File: config.mk
export PLATFORM = sky130hd
export DESIGN_NAME = pipelined_mult_array_flat
export DESIGN_NICKNAME = d
export VERILOG_FILES = /design/src/rtl/pipelined_mult_array_if.sv /design/src/rtl/pipelined_mult_array.sv /design/src/flat_wrapper.sv
export SDC_FILE = /design/constraint.sdc
export NUM_CORES = 1
export LEC_CHECK = 0
export CAP_MARGIN = 15
export CORE_MARGIN = 5
export CORE_UTILIZATION = 45
export CTS_CLUSTER_SIZE = 40
export DETAILED_ROUTE_END_ITERATION = 6
export HOLD_SLACK_MARGIN = 0.1
export SYNTH_ARGS = -nofsm -noshare
export SYNTH_HDL_FRONTEND = slang
export SYNTH_SLANG_ARGS = --single-unit
File: constraint.sdc
create_clock -name clk -period 7 [get_ports clk]
set_input_delay 1.4 -clock clk [delete_from_list [all_inputs] [get_ports clk]]
set_output_delay 1.4 -clock clk [all_outputs]
set_load 0.005 [all_outputs]
File: src/rtl/pipelined_mult_array_if.sv
// Operand/result channel of the pipelined multiplier: valid/ready on both sides,
// with a sideband tag that travels with each operation.
interface pipelined_mult_array_if #(
    parameter int WIDTH = 11,
    parameter int TAG_W = 4
);
    logic                 in_valid;
    logic                 in_ready;
    logic                 in_signed;
    logic [WIDTH-1:0]     in_a;
    logic [WIDTH-1:0]     in_b;
    logic [TAG_W-1:0]     in_tag;
    logic                 out_valid;
    logic                 out_ready;
    logic [2*WIDTH-1:0]   out_prod;
    logic [TAG_W-1:0]     out_tag;

    modport master (
        output in_valid, in_signed, in_a, in_b, in_tag, out_ready,
        input  in_ready, out_valid, out_prod, out_tag
    );

    modport slave (
        input  in_valid, in_signed, in_a, in_b, in_tag, out_ready,
        output in_ready, out_valid, out_prod, out_tag
    );
endinterface

File: src/rtl/pipelined_mult_array.sv
// Exact WIDTH x WIDTH multiplier (unsigned or Baugh-Wooley signed per op): carry-save
// tree plus final adder over LATENCY stages, with a global stall on output backpressure.
module pipelined_mult_array #(
    parameter int WIDTH   = 11,
    parameter int LATENCY = 3,
    parameter int TAG_W   = 4
) (
    input  logic                    clk,
    input  logic                    rst,
    pipelined_mult_array_if.slave   bus
);
    localparam int P   = 2 * WIDTH;
    localparam int NPP = WIDTH + 1;

    function automatic int next_rows(input int r);
        return (r / 3) * 2 + (r % 3);
    endfunction

    function automatic int rows_at(input int lvl);
        int r;
        r = NPP;
        for (int k = 0; k < lvl; k++) r = next_rows(r);
        return r;
    endfunction

    function automatic int count_levels(input int r0);
        int r;
        int n;
        r = r0;
        n = 0;
        while (r > 2) begin
            r = next_rows(r);
            n++;
        end
        return n;
    endfunction

    localparam int NLEV = count_levels(NPP);
    // LATENCY=2 registers only after the full tree; otherwise the tree is cut at mid-depth.
    localparam int CUT  = (LATENCY == 2) ? NLEV : NLEV / 2;

    if (WIDTH < 4 || WIDTH > 32 || LATENCY < 2 || LATENCY > 4) begin : g_bad_param
        $error("pipelined_mult_array: WIDTH must be 4..32 and LATENCY 2..4");
    end

    genvar gl, gi;

    logic adv;
    assign adv          = bus.out_ready | ~bus.out_valid;
    assign bus.in_ready = adv;

    // ---------------- valid / tag pipeline ----------------
    logic [LATENCY:1] v_reg;
    logic [TAG_W-1:0] tag_reg [1:LATENCY];

    always_ff @(posedge clk or posedge rst) begin
        if (rst) begin
            v_reg <= '0;
            for (int k = 1; k <= LATENCY; k++) tag_reg[k] <= '0;
        end else if (adv) begin
            v_reg      <= {v_reg[LATENCY-1:1], bus.in_valid};
            tag_reg[1] <= bus.in_tag;
            for (int k = 2; k <= LATENCY; k++) tag_reg[k] <= tag_reg[k-1];
        end
    end

    // ---------------- partial products ----------------
    logic [P-1:0] node [0:NLEV][0:NPP-1];
    logic [P-1:0] tap  [0:NLEV][0:NPP-1];

    for (gi = 0; gi < WIDTH; gi++) begin : g_pp
        logic [WIDTH-1:0] pp_row;
        always_comb begin
            pp_row = '0;
            // Signed mode complements the cross terms touching exactly one operand MSB.
            for (int i = 0; i < WIDTH; i++)
                pp_row[i] = (bus.in_a[i] & bus.in_b[gi]) ^
                            (bus.in_signed & ((i == WIDTH - 1) != (gi == WIDTH - 1)));
        end
        assign node[0][gi] = {{WIDTH{1'b0}}, pp_row} << gi;
    end

    // Baugh-Wooley correction: +2^WIDTH + 2^(2*WIDTH-1), modulo 2^(2*WIDTH).
    assign node[0][WIDTH] = bus.in_signed ? ((P'(1) << WIDTH) | (P'(1) << (P - 1))) : '0;

    // ---------------- carry-save reduction tree ----------------
    for (gl = 0; gl < NLEV; gl++) begin : g_lvl
        localparam int R   = rows_at(gl);
        localparam int G   = R / 3;
        localparam int REM = R % 3;
        localparam int RN  = rows_at(gl + 1);

        for (gi = 0; gi < G; gi++) begin : g_csa
            logic [P-1:0] x, y, z;
            assign x = tap[gl][3*gi];
            assign y = tap[gl][3*gi+1];
            assign z = tap[gl][3*gi+2];
            assign node[gl+1][2*gi]   = x ^ y ^ z;
            assign node[gl+1][2*gi+1] = ((x & y) | (x & z) | (y & z)) << 1;
        end
        for (gi = 0; gi < REM; gi++) begin : g_pass
            assign node[gl+1][2*G+gi] = tap[gl][3*G+gi];
        end
        for (gi = RN; gi < NPP; gi++) begin : g_zero
            assign node[gl+1][gi] = '0;
        end
    end

    logic [P-1:0] mid_reg [0:NPP-1];

    if (LATENCY >= 3) begin : g_mid
        always_ff @(posedge clk or posedge rst) begin
            if (rst) begin
                for (int k = 0; k < NPP; k++) mid_reg[k] <= '0;
            end else if (adv) begin
                for (int k = 0; k < NPP; k++) mid_reg[k] <= node[CUT][k];
            end
        end
    end else begin : g_nomid
        always_comb begin
            for (int k = 0; k < NPP; k++) mid_reg[k] = '0;
        end
    end

    for (gl = 0; gl <= NLEV; gl++) begin : g_tap
        for (gi = 0; gi < NPP; gi++) begin : g_row
            if (gl == CUT && LATENCY >= 3) begin : g_reg
                assign tap[gl][gi] = mid_reg[gi];
            end else begin : g_wire
                assign tap[gl][gi] = node[gl][gi];
            end
        end
    end

    // ---------------- two-vector register and final adder ----------------
    logic [P-1:0] s_reg, c_reg;
    logic [P-1:0] prod_reg;

    always_ff @(posedge clk or posedge rst) begin
        if (rst) begin
            s_reg <= '0;
            c_reg <= '0;
        end else if (adv) begin
            s_reg <= tap[NLEV][0];
            c_reg <= tap[NLEV][1];
        end
    end

    if (LATENCY == 4) begin : g_split
        logic [WIDTH:0]   lo_sum;
        logic [WIDTH-1:0] lo_reg, s_hi_reg, c_hi_reg;
        logic             cy_reg;

        assign lo_sum = {1'b0, s_reg[WIDTH-1:0]} + {1'b0, c_reg[WIDTH-1:0]};

        always_ff @(posedge clk or posedge rst) begin
            if (rst) begin
                lo_reg   <= '0;
                cy_reg   <= 1'b0;
                s_hi_reg <= '0;
                c_hi_reg <= '0;
                prod_reg <= '0;
            end else if (adv) begin
                lo_reg   <= lo_sum[WIDTH-1:0];
                cy_reg   <= lo_sum[WIDTH];
                s_hi_reg <= s_reg[P-1:WIDTH];
                c_hi_reg <= c_reg[P-1:WIDTH];
                prod_reg <= {s_hi_reg + c_hi_reg + {{(WIDTH-1){1'b0}}, cy_reg}, lo_reg};
            end
        end
    end else begin : g_full
        always_ff @(posedge clk or posedge rst) begin
            if (rst)      prod_reg <= '0;
            else if (adv) prod_reg <= s_reg + c_reg;
        end
    end

    assign bus.out_valid = v_reg[LATENCY];
    assign bus.out_prod  = prod_reg;
    assign bus.out_tag   = tag_reg[LATENCY];
endmodule
File: src/flat_wrapper.sv
// flat-port wrapper written by rule: the top's interface ports become plain ports
module pipelined_mult_array_flat 
#(
    parameter int WIDTH   = 11,
    parameter int LATENCY = 3,
    parameter int TAG_W   = 4
)
  (clk, rst, bus_in_valid, bus_in_signed, bus_in_a, bus_in_b, bus_in_tag, bus_out_ready, bus_in_ready, bus_out_valid, bus_out_prod, bus_out_tag);
  pipelined_mult_array_if #(.WIDTH(WIDTH), .TAG_W(TAG_W)) bus_i ();
  input  logic clk;
  input  logic rst;
  input wire logic [$bits(bus_i.in_valid)-1:0] bus_in_valid;
  input wire logic [$bits(bus_i.in_signed)-1:0] bus_in_signed;
  input wire logic [$bits(bus_i.in_a)-1:0] bus_in_a;
  input wire logic [$bits(bus_i.in_b)-1:0] bus_in_b;
  input wire logic [$bits(bus_i.in_tag)-1:0] bus_in_tag;
  input wire logic [$bits(bus_i.out_ready)-1:0] bus_out_ready;
  output wire logic [$bits(bus_i.in_ready)-1:0] bus_in_ready;
  output wire logic [$bits(bus_i.out_valid)-1:0] bus_out_valid;
  output wire logic [$bits(bus_i.out_prod)-1:0] bus_out_prod;
  output wire logic [$bits(bus_i.out_tag)-1:0] bus_out_tag;
  assign bus_i.in_valid = bus_in_valid;
  assign bus_i.in_signed = bus_in_signed;
  assign bus_i.in_a = bus_in_a;
  assign bus_i.in_b = bus_in_b;
  assign bus_i.in_tag = bus_in_tag;
  assign bus_i.out_ready = bus_out_ready;
  assign bus_in_ready = bus_i.in_ready;
  assign bus_out_valid = bus_i.out_valid;
  assign bus_out_prod = bus_i.out_prod;
  assign bus_out_tag = bus_i.out_tag;
  pipelined_mult_array #(.WIDTH(WIDTH), .LATENCY(LATENCY), .TAG_W(TAG_W)) u_core (.clk(clk), .rst(rst), .bus(bus_i));
endmodule
==> key figures, run 1 <==
Outcome
  • Run status: complete, no violations

Timing
  • Max-slew violation count: 0
  • Final Hold Viols: 0
  • Maximum clock rate: 218 MHz
  • Slew @ Worst Pin: 936 ps
  • Final setup vio count: 0
  • Slew HR: 0.376
  • Setup TNS: 0 ps
  • Post-route setup slack: 2420 ps
  • RSZ-0062 raised after global routing: false
  • Final min period: 4580 ps
  • Final period util: 0.654
  • Final Skew: 6.81 ps
  • Minimum hold slack: 457 ps

Power and ir drop
  • Sw Share: 0.383
  • Pwr/cell area: 379 nW/um^2
  • Sequential share of power: 0.327
  • P_sw: 0.00160 W
  • Clk pwr share: 0.230
  • Total chip power: 0.00417 W
  • Worst VDD drop: 141 uV
  • Leakage: 5.55 nW
  • Int Pwr: 0.00257 W
  • Comb power frac: 0.443

Synth
  • Seq cells post-synth: 152
  • Ys async rst share: 1.00
  • Synth Net Count: 1219
  • Top cell type's share of synthesized area: 0.394
  • Yosys cell types: 42
  • Synth Instances: 1050
  • Most used DFF post-synth: dfrtp_1
  • Number of synthesized flops with an enable pin: 0
  • Top-count cell post-synth: nand2_1
  • Commonest cells in the netlist: 422 x nand2_1, 152 x dfrtp_1, 90 x and2_1
  • Sequential fraction of the synthesis area: 0.394
  • Synth top area cells: dfrtp_1 39%, fa_1 17%, nand2_1 16%, ha_1 7.0%, and2_1 5.8%
  • Yosys top cell by area: dfrtp_1
  • YS warnings: 0
  • Mean area per synthesized cell: 9.20 sq um
  • Synth Cell Area: 9660 sq um

Clocking
  • Worst-Skew Late Latency: 430 ps
  • Postcts setup bufs: 0
  • H-tree levels: 4
  • Clock sinks: 152
  • Post_cts resized: 0
  • CTS tree: yes
  • Hold_buf cts: 0
  • Clk buf depth: 2
  • CTS root buffer: clkbuf_16
  • CTS Buf Count: 17
  • CTS clk-pin slew, worst paths: 60 ps

Route
  • DR vias: 6656
  • Routed Wire Length: 20400 um
  • DRC violation count after routing: 0
  • Per-cell routed wire length: 15.1 um
  • Drt first pass iters: 5
  • Initial DRC Count: 416
  • Final ANT Viol Nets: 0
  • Via density: 4.90

Die
  • Die Footprint: 24500 sq um
  • Die height: 157 um
  • Starting Density: 0.458
  • Die X: 157 um
  • Ports: 59
  • Rows: 53
  • Core ar.: 21100 sq um

Global route
  • Vias in the first global route: 6810
  • First-pass GRT wire length: 35300 um
  • Largest net degree at the start of global routing: 93
  • GR Util All Layers: 0.180
  • Initial antenna violation count: 0
  • GRT overflow: 0

Critical path
  • Element type at the critical path end: primary output
  • Maximum fanout along the worst path: 81
  • Reg-to-Reg Start: u_core.c_reg[6]
  • Reg2reg path depth: 7
  • Critical path data arrival time: 3180 ps
  • Worst Path Class, Setup: in2out
  • Critical Path Start Type: primary input
  • Worst EP required: 5600 ps
  • Worst R2R Setup Slack: 4610 ps
  • R2r endpoint: u_core.bus.out_prod[14]

Placement
  • Post-Place Setup Slack: 2390 ps
  • Post-DP Area: 10400 sq um
  • DPL Wire Length: 14300 um
  • Routability cong.: 0.784
  • I/O Buffers: 58

Final layout
  • Share of cells above drive strength 1: 0.0425
  • Largest register FFs: 29
  • Area growth syn-to-layout: 13.8%
  • Nets: 1238
  • Final instance area: 11000 sq um
  • N_diodes: 0

Flow run
  • Max_cap viols: 0

Hold path
  • Hold path depth: 2
  • Worst Hold Endpoint: u_core.v_reg[2]
  • Hold_sp: u_core.v_reg[2]
  • Hold Crit Class: reg2reg
routing by layer:
metal  GRT usage  up-vias  share of wire
met5           0        -              0
met4      0.0504        0          0.015
met3      0.0340       25          0.041
met2       0.263      120           0.43
met1       0.275     3218           0.51
li1            -     3293              -
area by class of cell:
type / count / area (sq um)
Fill cell: 1987 / 10100
Multi-Input combinational cell: 789 / 5430
Sequential cell: 152 / 3800
Timing Repair Buffer: 64 / 626
Clock buffer: 17 / 425
Tap cell: 275 / 344
Clock inverter: 15 / 191
Inverter: 45 / 176
layout by cell type, fill, tap and decap left out, types with 5 or more instances in the layout:
cell / Yosys / layout
inv_6: 0 / 5
a21oi_1: 19 / 19
xnor2_1: 22 / 22
clkbuf_16: 0 / 17
a21o_1: 5 / 5
clkdlybuf4s50_1: 0 / 58
dfrtp_1: 152 / 152
nor2_1: 18 / 18
xor2_1: 8 / 8
and2_1: 90 / 90
inv_1: 45 / 43
buf_4: 4 / 6
nand2_1: 422 / 422
fa_1: 84 / 84
o21ai_0: 22 / 22
ha_1: 54 / 54
clkinvlp_4: 0 / 5
how the worst max path moves through the flow:
stage,startpoint,to,slack [ps],cells after the start
finish,bus_out_ready,bus_in_ready,2420,4
floorplan,rst,u_core.bus.out_prod[0],1510,1
CTS,bus_out_ready,bus_in_ready,2380,4
global route,bus_out_ready,bus_in_ready,2320,4
global placement,bus_out_ready,bus_in_ready,2360,4
detailed placement,bus_out_ready,bus_in_ready,2390,4
worst max-delay path, cell delays in order:
cell             delay [ps]
clkdlybuf4s50_1         500
nor2b_4                  60
inv_4                   540
clkdlybuf4s50_1         640
logic make-up (layout without fill, tap and decap cells):
family                     after synthesis  in the layout  share of synthesized area
AOI/OAI and AO/OA                       72             72                     0.0483
DFF                                    152            152                      0.394
and+or+nand+nor                        549            549                      0.241
xor gates and xnor gates                30             30                     0.0272
adders and majority gates              138            138                      0.244
buffers and inverters                  109            141                     0.0453
metrics by stage:
step            util  instances
6_report       0.521       1357
2_1_floorplan      -       1050
4_1_cts        0.521       1357
3_3_place_gp   0.492       1325
3_5_place_dp   0.492       1325
5_1_grt        0.521       1357
power by group through the flow:
| stage | Combinational [W] | Sequential (W) | Clock [W] |
|---|---|---|---|
| after floorplan | 0.00130 | 0.00135 | 0 |
| after global placement | 0.00184 | 0.00137 | 0 |
| after detailed placement | 0.00186 | 0.00138 | 0 |
| after CTS | 0.00188 | 0.00137 | 0.000983 |
| after global routing | 0.00216 | 0.00140 | 0.00102 |
| final | 0.00185 | 0.00136 | 0.000960 |
Note: power is estimated with default switching activity, not from simulation.
==> inputs of run 2 (changes only) <==
Settings changed: PLACE_DENSITY from default to 0.66.
Clock period 7 ns to 4.1 ns, I/O delays scaled along.
==> run 2 against run 1 <==
  * Critical path depth stayed put
  * Register-to-register slack worse by 2900 ps
  * Die area stayed put
  * Largest cell class unchanged
  * Worst hold slack worse by 1.7 ps
==> key figures, run 2 (synthesis results as in run 1) <==
Outcome
  • Run status: complete, no violations

Global route
  • Largest net degree at the start of global routing: 107 (+15%)
  • First-pass GRT wire length: 34400 um (-2.6%)
  • GRT overflow: 0 (unchanged)
  • Vias in the first global route: 6648 (-2.4%)
  • GR Util All Layers: 0.177 (-0.00295)
  • Initial antenna violation count: 0 (unchanged)

Clocking
  • CTS clk-pin slew, worst paths: 60 ps (about the same)
  • CTS root buffer: clkbuf_16
  • CTS tree: yes
  • Hold_buf cts: 0 (unchanged)
  • Postcts setup bufs: 0 (unchanged)
  • Worst-Skew Late Latency: 420 ps (about the same)
  • Clk buf depth: 2 (unchanged)
  • H-tree levels: 4 (unchanged)
  • CTS Buf Count: 17 (unchanged)
  • Post_cts resized: 0 (unchanged)
  • Clock sinks: 152 (unchanged)

Timing
  • Maximum clock rate: 350 MHz
  • RSZ-0062 raised after global routing: false
  • Final period util: 0.697
  • Final setup vio count: 0 (unchanged)
  • Final Hold Viols: 0 (unchanged)
  • Max-slew violation count: 0 (unchanged)
  • Slew @ Worst Pin: 1060 ps (+124 ps)
  • Final min period: 2860 ps
  • Setup TNS: 0 ps (unchanged)
  • Slew HR: 0.294 (-0.0825)
  • Final Skew: 7.79 ps (+0.980 ps)

Route
  • DRC violation count after routing: 0 (unchanged)
  • Per-cell routed wire length: 15.0 um (-0.29%)
  • Initial DRC Count: 452 (+8.7%)
  • Final ANT Viol Nets: 0 (unchanged)
  • DR vias: 6642 (-0.21%)
  • Routed Wire Length: 20400 um (-0.37%)
  • Via density: 4.90 (-0.14%)
  • Drt first pass iters: 4 (-1)

Power and ir drop
  • Pwr/cell area: 645 nW/um^2 (+70%)
  • Leakage: 5.57 nW (+0.28%)
  • Sw Share: 0.378 (-0.00440)
  • Total chip power: 0.00709 W (+70%)
  • P_sw: 0.00269 W (+68%)
  • Sequential share of power: 0.329 (+0.002)
  • Int Pwr: 0.00441 W (+71%)
  • Comb power frac: 0.451 (+0.008)
  • Worst VDD drop: 311 uV (+120%)
  • Clk pwr share: 0.220 (-0.010)

Final layout
  • Final instance area: 11000 sq um (about the same)
  • N_diodes: 0 (unchanged)
  • Finished Layout Cells: 1356 (-0.074%)
  • Largest register FFs: 29 (unchanged)
  • Share of cells above drive strength 1: 0.0407 (-0.00181)
  • Final core utilization: 0.521 (about the same)
  • Nets: 1239 (+0.081%)
  • Area growth syn-to-layout: 13.8% (about the same)
  • Most common cell after layout, fill and taps aside: nand2_1
  • Most frequent cells in the layout: 422 x nand2_1, 152 x dfrtp_1, 90 x and2_1, 84 x fa_1, 58 x clkdlybuf4s50_1

Flow run
  • Max_cap viols: 0 (unchanged)

Die
  • Die Footprint: 24500 sq um (unchanged)
  • Rows: 53 (unchanged)
  • Die X: 157 um (unchanged)
  • Ports: 59 (unchanged)
  • Die height: 157 um (unchanged)
  • Core ar.: 21100 sq um (unchanged)
  • Starting Density: 0.458 (unchanged)

Placement
  • DPL Wire Length: 14500 um (+1.9%)
  • Placed insts: 1326 (+0.075%)
  • I/O Buffers: 58 (unchanged)
  • Post-DP Area: 10400 sq um (+0.30%)
  • Routability cong.: 0.813 (+3.7%)

Critical path
  • Critical path data arrival time: 2040 ps (-1140 ps)
  • Worst Path Class, Setup: in2out
  • Maximum fanout along the worst path: 12 (-85%)
  • Critical Path Start Type: primary input
  • Element type at the critical path end: primary output
  • Worst EP required: 3280 ps (-2320 ps)

Hold path
  • Hold Crit Class: reg2reg
run 2: routing by layer:
metal | part of all wire | GRT usage
met3 | 0.051 | 0.0368
met2 | 0.43 | 0.252
met4 | 0.011 | 0.0438
met1 | 0.51 | 0.277
met5 | 0 | 0
run 2: power groups by stage:
stage / sequential, W / combinational, W / clock [W]
2_1_floorplan: 0.00230 / 0.00223 / 0
3_3_place_gp: 0.00235 / 0.00313 / 0
3_5_place_dp: 0.00237 / 0.00319 / 0
4_1_cts: 0.00234 / 0.00323 / 0.00160
5_1_grt: 0.00241 / 0.00371 / 0.00167
6_report: 0.00233 / 0.00320 / 0.00156
run 2: worst max-delay path, cell delays in order:
cell and delay, ps:
clkdlybuf4s50_1 510, nor2b_4 60, inv_4 120, clkdlybuf4s50_1 530
run 2: final timing paths:
path / from / end / slack, ps / cells after the start
worst min-delay path: u_core.v_reg[2] / u_core.v_reg[3] / 460 / 1
worst max register to register: u_core.c_reg[6] / u_core.bus.out_prod[14] / 1730 / 7
max in group asynchronous: rst / u_core.g_lvl[2].g_csa[1].x[7] / 2330 / 3
min in group asynchronous: rst / u_core.v_reg[3] / 930 / 2
worst max-delay path: bus_out_ready / bus_in_ready / 1240 / 4
worst min register to register: u_core.v_reg[2] / u_core.v_reg[3] / 460 / 1
run 2: metrics by stage:
stage | setup WS (ps) | hold slack, ps
after global routing | 1190 | 482
after CTS | 1220 | 459
after global placement | 982 | 441
after floorplan | 1360 | 430
final | 1240 | 456
after detailed placement | 952 | 447
run 2: layout make-up:
| class | count | area (sq um) |
|---|---|---|
| multi-input combinational | 789 | 5430 |
| tap | 275 | 344 |
| timing repair buffer | 65 | 658 |
| sequential | 152 | 3800 |
| fill | 1982 | 10100 |
| clock buffer | 20 | 457 |
| inverter | 45 | 175 |
| clock inverter | 10 | 128 |
